## config.mk

```make
export PLATFORM = sky130hd
export DESIGN_NAME = serial_adder
export DESIGN_NICKNAME = d
export VERILOG_FILES = /design/src/rtl/serial_adder.sv
export SDC_FILE = /design/constraint.sdc
export NUM_CORES = 1
export LEC_CHECK = 0
export ABC_AREA = 1
export CAP_MARGIN = 10
export CORE_ASPECT_RATIO = 1.25
export CORE_MARGIN = 5
export CORE_UTILIZATION = 50
export CTS_BUF_LIST = sky130_fd_sc_hd__clkbuf_4 sky130_fd_sc_hd__clkbuf_8
export DETAILED_ROUTE_END_ITERATION = 8
export PLACE_DENSITY = 0.82
export SKIP_CTS_REPAIR_TIMING = 1
export SLEW_MARGIN = 20
export SYNTH_ARGS = -nofsm -noshare
export SYNTH_HDL_FRONTEND = slang
export SYNTH_SLANG_ARGS = --single-unit
```

## constraint.sdc

```tcl
create_clock -name clk -period 1.17 [get_ports clk]
set_input_delay 0.2925 -clock clk [delete_from_list [all_inputs] [get_ports clk]]
set_output_delay 0.2925 -clock clk [all_outputs]
set_load 0.01 [all_outputs]
```

## src/rtl/serial_adder.sv

```systemverilog
// serial_adder: bit-serial LSB-first ripple adder with valid/ready request and result handshakes.
// Define SERIAL_ADDER_SUB_EN to add the sub input (sum_out = a_in - b_in, cout = no borrow).
module serial_adder #(
    parameter int WIDTH = 8
) (
    input  logic             clk,
    input  logic             rst,
    input  logic             start_valid,
    output logic             start_ready,
`ifdef SERIAL_ADDER_SUB_EN
    input  logic             sub,
`endif
    input  logic [WIDTH-1:0] a_in,
    input  logic [WIDTH-1:0] b_in,
    input  logic             cin,
    output logic [WIDTH-1:0] sum_out,
    output logic             cout,
    output logic             done_valid,
    input  logic             done_ready
);
    localparam int CW = (WIDTH > 1) ? $clog2(WIDTH) : 1;
    typedef enum logic [1:0] {IDLE, RUN, DONE} state_t;
    state_t           state_q;
    logic [WIDTH-1:0] a_q, b_q, sum_q;
    logic             carry_q, cout_q;
    logic [CW-1:0]    cnt_q;
    logic             s_d, c_d, c0_d;
    logic [WIDTH:0]   sh_d;
    logic [WIDTH-1:0] b_d;
    always_comb begin
        s_d  = a_q[0] ^ b_q[0] ^ carry_q;
        c_d  = (a_q[0] & b_q[0]) | (a_q[0] & carry_q) | (b_q[0] & carry_q);
        sh_d = {s_d, sum_q};
`ifdef SERIAL_ADDER_SUB_EN
        b_d  = sub ? ~b_in : b_in;
        c0_d = sub | cin;
`else
        b_d  = b_in;
        c0_d = cin;
`endif
    end
    always_ff @(posedge clk or posedge rst) begin
        if (rst) begin
            state_q <= IDLE;
            a_q     <= '0;
            b_q     <= '0;
            sum_q   <= '0;
            carry_q <= 1'b0;
            cout_q  <= 1'b0;
            cnt_q   <= '0;
        end else begin
            case (state_q)
                IDLE: if (start_valid) begin
                    a_q     <= a_in;
                    b_q     <= b_d;
                    carry_q <= c0_d;
                    cnt_q   <= '0;
                    state_q <= RUN;
                end
                RUN: begin
                    // sum fills from the MSB so bit 0 lands at the bottom after WIDTH shifts
                    sum_q   <= sh_d[WIDTH:1];
                    a_q     <= a_q >> 1;
                    b_q     <= b_q >> 1;
                    carry_q <= c_d;
                    cout_q  <= c_d;
                    cnt_q   <= cnt_q + CW'(1);
                    if (cnt_q == CW'(WIDTH - 1)) state_q <= DONE;
                end
                DONE: if (done_ready) state_q <= IDLE;
                default: state_q <= IDLE;
            endcase
        end
    end
    assign start_ready = (state_q == IDLE);
    assign done_valid  = (state_q == DONE);
    assign sum_out     = sum_q;
    assign cout        = cout_q;
endmodule

```

==> results.md, run 1 <==
• **Tcrit/Tclk final** 118%
• **synthesis warning total** 0
• **overall fraction of global-route tracks in use** 18.2%
• **Sw Share** 43.5%
• **Worst setup endpoint** start_ready
• **worst hold-check slack** 0.330 ns
• **class of the tightest hold or removal check** input pin to async pin
• **fraction of final layout cells with drive strength greater than 1** 40.8%
• **Stages on worst setup path** 2
• **antenna-violating nets left** 0
• **placement-stage cell area** 2030 sq um
• **Setup WS pre-CTS** -0.245 ns
• **routed length per instance** 20.1 um
• **Die Area** 4430 sq um
• **count of cells along the worst register-to-register path** 7
• **Mapped Area** 1600 sq um
• **Startpoint Class** flop
• **gate count of the mapped netlist** 197
• **cell row count** 23
• **sequential cell area fraction in the yosys report** 48.6%
• **clock root buffer** sky130_fd_sc_hd__clkbuf_8
• **Initial Utilization** 50.9%
• **worst-path fanout max** 3
• **clk sink count** 31
• **portion of total power attributed to sequential cells** 25.3%
• **TritonCTS clock tree** yes
• **Int Power** 4.38 mW
• **number of antenna repair diodes** 0
• **violated checks** negative setup slack
• **post-route cell area** 2730 sq um
• **maximum frequency from static timing analysis** 727 MHz
• **count of pins on the block boundary** 32
• **total net switching power** 3.37 mW
• **Pleak** 1.54 nW
• **number of DRC violations after detailed routing** 0
• **Final nets** 283
• **family of cells with the greatest summed delay on the critical path** flip-flops
• **Core Area** 3140 sq um
• **worst-path cell with the longest stage delay** sky130_fd_sc_hd__dfrtp_1
• **crit path from** state_q[1]
• **required time of the worst setup path** 0.88 ns
• **GRT Residual Overflow** 0
• **RSZ-0062 raised after global routing** true
• **count of endpoints failing setup in the final report** 33
• **Max Slew Vio Count** 0
• **skew final** 0.0129 ns
• **vias in the first global route** 1377
• **pin slew with the least headroom to its limit** 0.381 ns
• **capturing point of the worst reg2reg path** b_q[0]
• **Setup Crit Path Kind** flop to output port
• **normalized max-slew margin** 74.6%
• **maximum number of pins on one net before global-route repair** 32
• **clock slew at the register clock pins of the worst setup and hold paths** 0.07 ns
• **post-layout worst setup margin** -0.206 ns
• **synthesized netlist net count** 221
• **horizontal extent of the die** 60.6 um
• **wire length of the first global-routing pass** 6050 um
• **post-layout min period** 1.38 ns
• **slack of the worst reg-to-reg path** -0.17 ns
• **Routability Congestion** 0.772
• **result of the run** finished, violations left
• **most used cells in the layout excluding fill and tap cells** sky130_fd_sc_hd__nand2_1, sky130_fd_sc_hd__inv_1, sky130_fd_sc_hd__dfrtp_1
• **crit-path max cell delay** 0.44 ns
• **insertion delay to the later sink of the worst-skew pair** 0.30 ns
• **die height** 73.2 um
• **placed wire-length estimate** 2520 um
• **worst-case vdd ir drop** 2.31 mV
• **Layout fillers** 134
• **antenna violations before repair** 0
• **number of CTS-inserted buffers** 5
• **reg2reg start** state_q[0]
• **number of I/O port buffers** 31
• **register bit count reported by yosys** 31
• **critical path capture point type** output port
• **mean cell area of the mapped netlist** 8.11 sq um
• **via count** 1722
• **clock network power share** 11.3%
• **power per unit of standard cell area** 2840 nW/um^2
• **count of unique library cells instantiated by Yosys** 19
• **combinational cell fraction of total power** 63.4%
• **CP bufs+invs** 1
• **data arrival at the endpoint of the critical path** 1.08 ns
• **post-layout utilization of the core** 87.0%
• **final routed wirelength across all metal layers** 5960 um
• **area growth from synthesis to final layout** 70.7%
• **number of H-tree levels** 2
• **final total power** 7.74 mW
• **1st-iter DRT viols** 124
• **Maximum Capacitance Violations** 0
• **number of iterations in the first detailed-routing pass** 4
• **Fin. Hold Viols** 0
• **critical path cell sequence** nor2_1 -> dlymetal6s2s_1
• **leading cell type in the layout, fill and taps excluded** sky130_fd_sc_hd__nand2_1
• **Avg Vias per Cell** 5.80
• **Bufs on Longest Clock Path** 2
metrics by stage:
stage          std cells  setup TNS (ns)
3_3_place_gp         272           -4.53
4_1_cts              280           -6.84
3_5_place_dp         272           -5.44
6_report             297           -3.76
5_1_grt              297           -5.41
2_1_floorplan        197               0
cells by family after synthesis:
family	count (synthesis)	share of synthesized area, %
fa+ha+maj	3	2.82
simple gates	113	31.8
compound gates	7	3.05
flops	31	48.6
buf+inv	43	13.8
worst reg2reg max path, stage by stage (launching register included):
cell                      delay, ns
sky130_fd_sc_hd__dfrtp_2       0.44
sky130_fd_sc_hd__buf_12        0.14
sky130_fd_sc_hd__buf_12        0.13
sky130_fd_sc_hd__nand2_8       0.13
sky130_fd_sc_hd__buf_12        0.14
sky130_fd_sc_hd__nand2_4       0.09
sky130_fd_sc_hd__nand3_2       0.07
sky130_fd_sc_hd__nand2_1       0.08
synthesized netlist by cell type:
| master | count | share of area, % |
|---|---|---|
| sky130_fd_sc_hd__o31ai_1 | 1 | 0.47 |
| sky130_fd_sc_hd__inv_1 | 30 | 7.0 |
| sky130_fd_sc_hd__buf_4 | 4 | 1.9 |
| sky130_fd_sc_hd__nor2_2 | 1 | 0.39 |
| sky130_fd_sc_hd__buf_6 | 2 | 1.4 |
| sky130_fd_sc_hd__fa_1 | 1 | 1.3 |
| sky130_fd_sc_hd__o22ai_2 | 1 | 0.78 |
| sky130_fd_sc_hd__inv_2 | 1 | 0.23 |
| sky130_fd_sc_hd__buf_8 | 2 | 1.9 |
| sky130_fd_sc_hd__nand2_4 | 3 | 2.1 |
| sky130_fd_sc_hd__nand3_1 | 47 | 15 |
| sky130_fd_sc_hd__a21oi_2 | 1 | 0.55 |
| sky130_fd_sc_hd__inv_4 | 1 | 0.39 |
| sky130_fd_sc_hd__buf_2 | 3 | 0.94 |
| sky130_fd_sc_hd__o21ai_0 | 4 | 1.3 |
| sky130_fd_sc_hd__nor2_1 | 4 | 0.94 |
| sky130_fd_sc_hd__nand2_1 | 58 | 14 |
| sky130_fd_sc_hd__ha_1 | 2 | 1.6 |
| sky130_fd_sc_hd__dfrtp_1 | 31 | 49 |
registers in the layout (all words and copies together), names as in the netlist:
name	flops
a_q	8
b_q	8
carry_q	1
cnt_q	3
cout	1
state_q	2
sum_out	8
power groups by stage:
stage | logic, mW | clock network [mW] | registers, mW
after floorplan | 1.71 | 0 | 1.93
after global placement | 2.70 | 0 | 1.88
after detailed placement | 2.78 | 0 | 1.90
after CTS | 2.79 | 0.862 | 1.90
after global routing | 5.26 | 0.920 | 2.00
final | 4.91 | 0.875 | 1.96
per-layer routing:
layer | share of wire (%) | up-vias | track usage [%] | routed length [um]
met4 | 3.5 | 0 | 7.23 | 206
met2 | 54 | 78 | 28.9 | 3230
met5 | 0 | - | 0 | 0
met3 | 6.0 | 25 | 4.78 | 358
met1 | 36 | 870 | 23.3 | 2170
li1 | - | 749 | - | -
cell type report:
| type | instances | area (sq um) | share of cell area [%] |
|---|---|---|---|
| Multi-Input combinational cell | 126 | 945 | 34.6 |
| Sequential cell | 31 | 777 | 28.5 |
| Timing Repair Buffer | 63 | 746 | 27.3 |
| Inverter | 32 | 125 | 4.59 |
| Clock buffer | 6 | 76.3 | 2.80 |
| Tap cell | 37 | 46.3 | 1.70 |
| Clock inverter | 2 | 12.5 | 0.459 |
worst min-delay path by stage:
stage	cells after the start	slack, ns	end	startpoint
2_1_floorplan	1	0.39	state_q[1]	done_ready
3_3_place_gp	2	0.47	sum_out[0]	sum_out[0]
3_5_place_dp	2	0.47	sum_out[0]	sum_out[0]
4_1_cts	3	0.34	a_q[3]	rst
5_1_grt	3	0.35	sum_out[5]	rst
6_report	3	0.33	sum_out[5]	rst
(Power assumes the default switching activity.)
==> run 2: changes to the inputs <==
--- a/config.mk
+++ b/config.mk
@@ -7,12 +7,14 @@
 export LEC_CHECK = 0
 export ABC_AREA = 1
 export CAP_MARGIN = 10
+export CELL_PAD_IN_SITES_DETAIL_PLACEMENT = 0
+export CELL_PAD_IN_SITES_GLOBAL_PLACEMENT = 1
 export CORE_ASPECT_RATIO = 1.25
-export CORE_MARGIN = 5
-export CORE_UTILIZATION = 50
+export CORE_MARGIN = 2
+export CORE_UTILIZATION = 39
 export CTS_BUF_LIST = sky130_fd_sc_hd__clkbuf_4 sky130_fd_sc_hd__clkbuf_8
 export DETAILED_ROUTE_END_ITERATION = 8
-export PLACE_DENSITY = 0.82
+export PLACE_DENSITY = 0.86
 export SKIP_CTS_REPAIR_TIMING = 1
 export SLEW_MARGIN = 20
 export SYNTH_ARGS = -nofsm -noshare
==> results.md, run 2 (same netlist as run 1, synthesis figures left out) <==
• **class of the tightest hold or removal check** input pin to async pin, unchanged
• **post-layout utilization of the core** 60.3%, was 87.0%
• **number of antenna repair diodes** 0, unchanged
• **Bufs on Longest Clock Path** 2, unchanged
• **Initial Utilization** 39.9%, was 50.9%
• **count of placed standard cells including taps** 292, was 272
• **number of DRC violations after detailed routing** 0, unchanged
• **required time of the worst setup path** 0.88 ns, about the same
• **Fin. Hold Viols** 0, unchanged
• **reg2reg start** state_q[0], unchanged
• **critical path capture point type** output port, unchanged
• **insertion delay to the later sink of the worst-skew pair** 0.28 ns, was 0.30 ns
• **placed wire-length estimate** 2250 um, was 2520 um
• **Core Area** 4000 sq um, was 3140 sq um
• **portion of total power attributed to sequential cells** 30.7%, was 25.3%
• **GRT Residual Overflow** 0, unchanged
• **worst-case vdd ir drop** 1.06 mV, was 2.31 mV
• **count of endpoints failing setup in the final report** 7, was 33
• **final routed wirelength across all metal layers** 3820 um, was 5960 um
• **horizontal extent of the die** 61.3 um, was 60.6 um
• **RSZ-0062 raised after global routing** true, unchanged
• **die height** 75.6 um, was 73.2 um
• **normalized max-slew margin** 84.7%, was 74.6%
• **overall fraction of global-route tracks in use** 17.1%, was 18.2%
• **Startpoint Class** flop, unchanged
• **Layout fillers** 363, was 134
• **fin cells** 306, was 297
• **maximum frequency from static timing analysis** 728 MHz, was 727 MHz
• **worst-path fanout max** 3, unchanged
• **number of H-tree levels** 2, unchanged
• **maximum number of pins on one net before global-route repair** 32, unchanged
• **worst hold-check slack** 0.363 ns, was 0.330 ns
• **result of the run** finished, violations left, unchanged
• **Die Area** 4630 sq um, was 4430 sq um
• **area growth from synthesis to final layout** 51.0%, was 70.7%
• **Int Power** 3.78 mW, was 4.38 mW
• **number of iterations in the first detailed-routing pass** 4, unchanged
• **clock network power share** 13.4%, was 11.3%
• **clock slew at the register clock pins of the worst setup and hold paths** 0.06 ns, was 0.07 ns
• **routed length per instance** 12.5 um, was 20.1 um
• **Pleak** 1.36 nW, was 1.54 nW
• **Final nets** 274, was 283
• **Max Slew Vio Count** 0, unchanged
• **leading cell type in the layout, fill and taps excluded** sky130_fd_sc_hd__nand2_1, unchanged
• **1st-iter DRT viols** 54, was 124
• **data arrival at the endpoint of the critical path** 1.08 ns, about the same
• **antenna-violating nets left** 0, unchanged
• **skew final** 0.00535 ns, was 0.0129 ns
• **pin slew with the least headroom to its limit** 0.229 ns, was 0.381 ns
• **violated checks** negative setup slack, unchanged
• **vias in the first global route** 1282, was 1377
• **antenna violations before repair** 0, unchanged
• **number of CTS-inserted buffers** 5, unchanged
• **count of pins on the block boundary** 32, unchanged
• **power per unit of standard cell area** 2580 nW/um^2, was 2840 nW/um^2
• **Routability Congestion** 0.727, was 0.772
• **aggregate negative setup slack** -0.350 ns, was -3.76 ns
• **via count** 1396, was 1722
• **wire length of the first global-routing pass** 5730 um, was 6050 um
• **crit path from** state_q[1], unchanged
• **Sw Share** 39.3%, was 43.5%
• **Avg Vias per Cell** 4.56, was 5.80
• **combinational cell fraction of total power** 55.9%, was 63.4%
• **Tcrit/Tclk final** 117%, was 118%
• **Setup Crit Path Kind** flop to output port, unchanged
• **total net switching power** 2.45 mW, was 3.37 mW
• **TritonCTS clock tree** yes, unchanged
• **number of I/O port buffers** 31, unchanged
• **clk sink count** 31, unchanged
• **post-layout worst setup margin** -0.204 ns, was -0.206 ns
• **clock root buffer** sky130_fd_sc_hd__clkbuf_8, unchanged
• **cell row count** 26, was 23
• **most used cells in the layout excluding fill and tap cells** sky130_fd_sc_hd__nand2_1, sky130_fd_sc_hd__nand3_1, sky130_fd_sc_hd__inv_1, sky130_fd_sc_hd__dfrtp_1, sky130_fd_sc_hd__clkdlybuf4s50_1, was sky130_fd_sc_hd__nand2_1, sky130_fd_sc_hd__inv_1, sky130_fd_sc_hd__dfrtp_1
• **post-layout min period** 1.37 ns, was 1.38 ns
• **fraction of final layout cells with drive strength greater than 1** 24.8%, was 40.8%
• **Maximum Capacitance Violations** 0, unchanged
==> run 2: cell count changes in the layout (fill, tap and decap cells not counted), moves of 3 or more <==
cell                      delta
sky130_fd_sc_hd__nand2_2     -5
sky130_fd_sc_hd__nand2_4    -13
sky130_fd_sc_hd__nand2_1    +16
sky130_fd_sc_hd__buf_12      -3
sky130_fd_sc_hd__nand3_2    -13
sky130_fd_sc_hd__buf_6       -6
sky130_fd_sc_hd__nand3_1    +13
==> run 2: final timing paths <==
path	endpoint	slack, ns	cells after the start
setup / recovery	start_ready	-0.20	2
hold / removal	sum_out[3]	0.36	3
setup reg to reg	a_q[2]	-0.02	6
hold reg to reg	cout	0.48	2
max in group asynchronous	state_q[0]	0.62	3
min in group clk	cout	0.48	2
==> run 2: layer usage <==
metal  share of wire (%)  routed length [um]  track usage, %
met1                  43                1630            22.3
met2                  51                1960            26.2
met3                 3.5                 135            3.57
met4                 2.4                  93            9.42
met5                   0                   0               0
==> run 2: final cells by class <==
class / count / area [sq um] / area share (%)
Tap cell: 56 / 70.1 / 2.90
Clock inverter: 1 / 5.00 / 0.207
Sequential cell: 31 / 777 / 32.2
Inverter: 32 / 123 / 5.08
Timing Repair Buffer: 57 / 646 / 26.8
Multi-Input combinational cell: 123 / 709 / 29.4
Clock buffer: 6 / 82.6 / 3.42
==> run 2: worst max-delay path, stage by stage (launching register included) <==
cell and delay [ns]:
sky130_fd_sc_hd__dfrtp_1 0.41, sky130_fd_sc_hd__nor2_1 0.19, sky130_fd_sc_hd__dlymetal6s2s_1 0.20
==> run 2: power by group through the flow <==
| stage | Combinational [mW] | Clock (mW) | Sequential [mW] |
|---|---|---|---|
| after detailed placement | 2.77 | 0 | 1.90 |
| after floorplan | 1.71 | 0 | 1.93 |
| after global routing | 3.89 | 0.889 | 1.99 |
| final | 3.48 | 0.835 | 1.91 |
| after CTS | 2.79 | 0.862 | 1.88 |
| after global placement | 2.73 | 0 | 1.88 |
==> run 2: metrics by stage <==
stage / total power, mW / cell area, sq um / setup WS [ns]
floorplan: 3.64 / 1600 / 0.0260
global placement: 4.61 / 2060 / -0.244
detailed placement: 4.67 / 2060 / -0.262
CTS: 5.54 / 2150 / -0.565
global route: 6.76 / 2410 / -0.244
finish: 6.23 / 2410 / -0.204
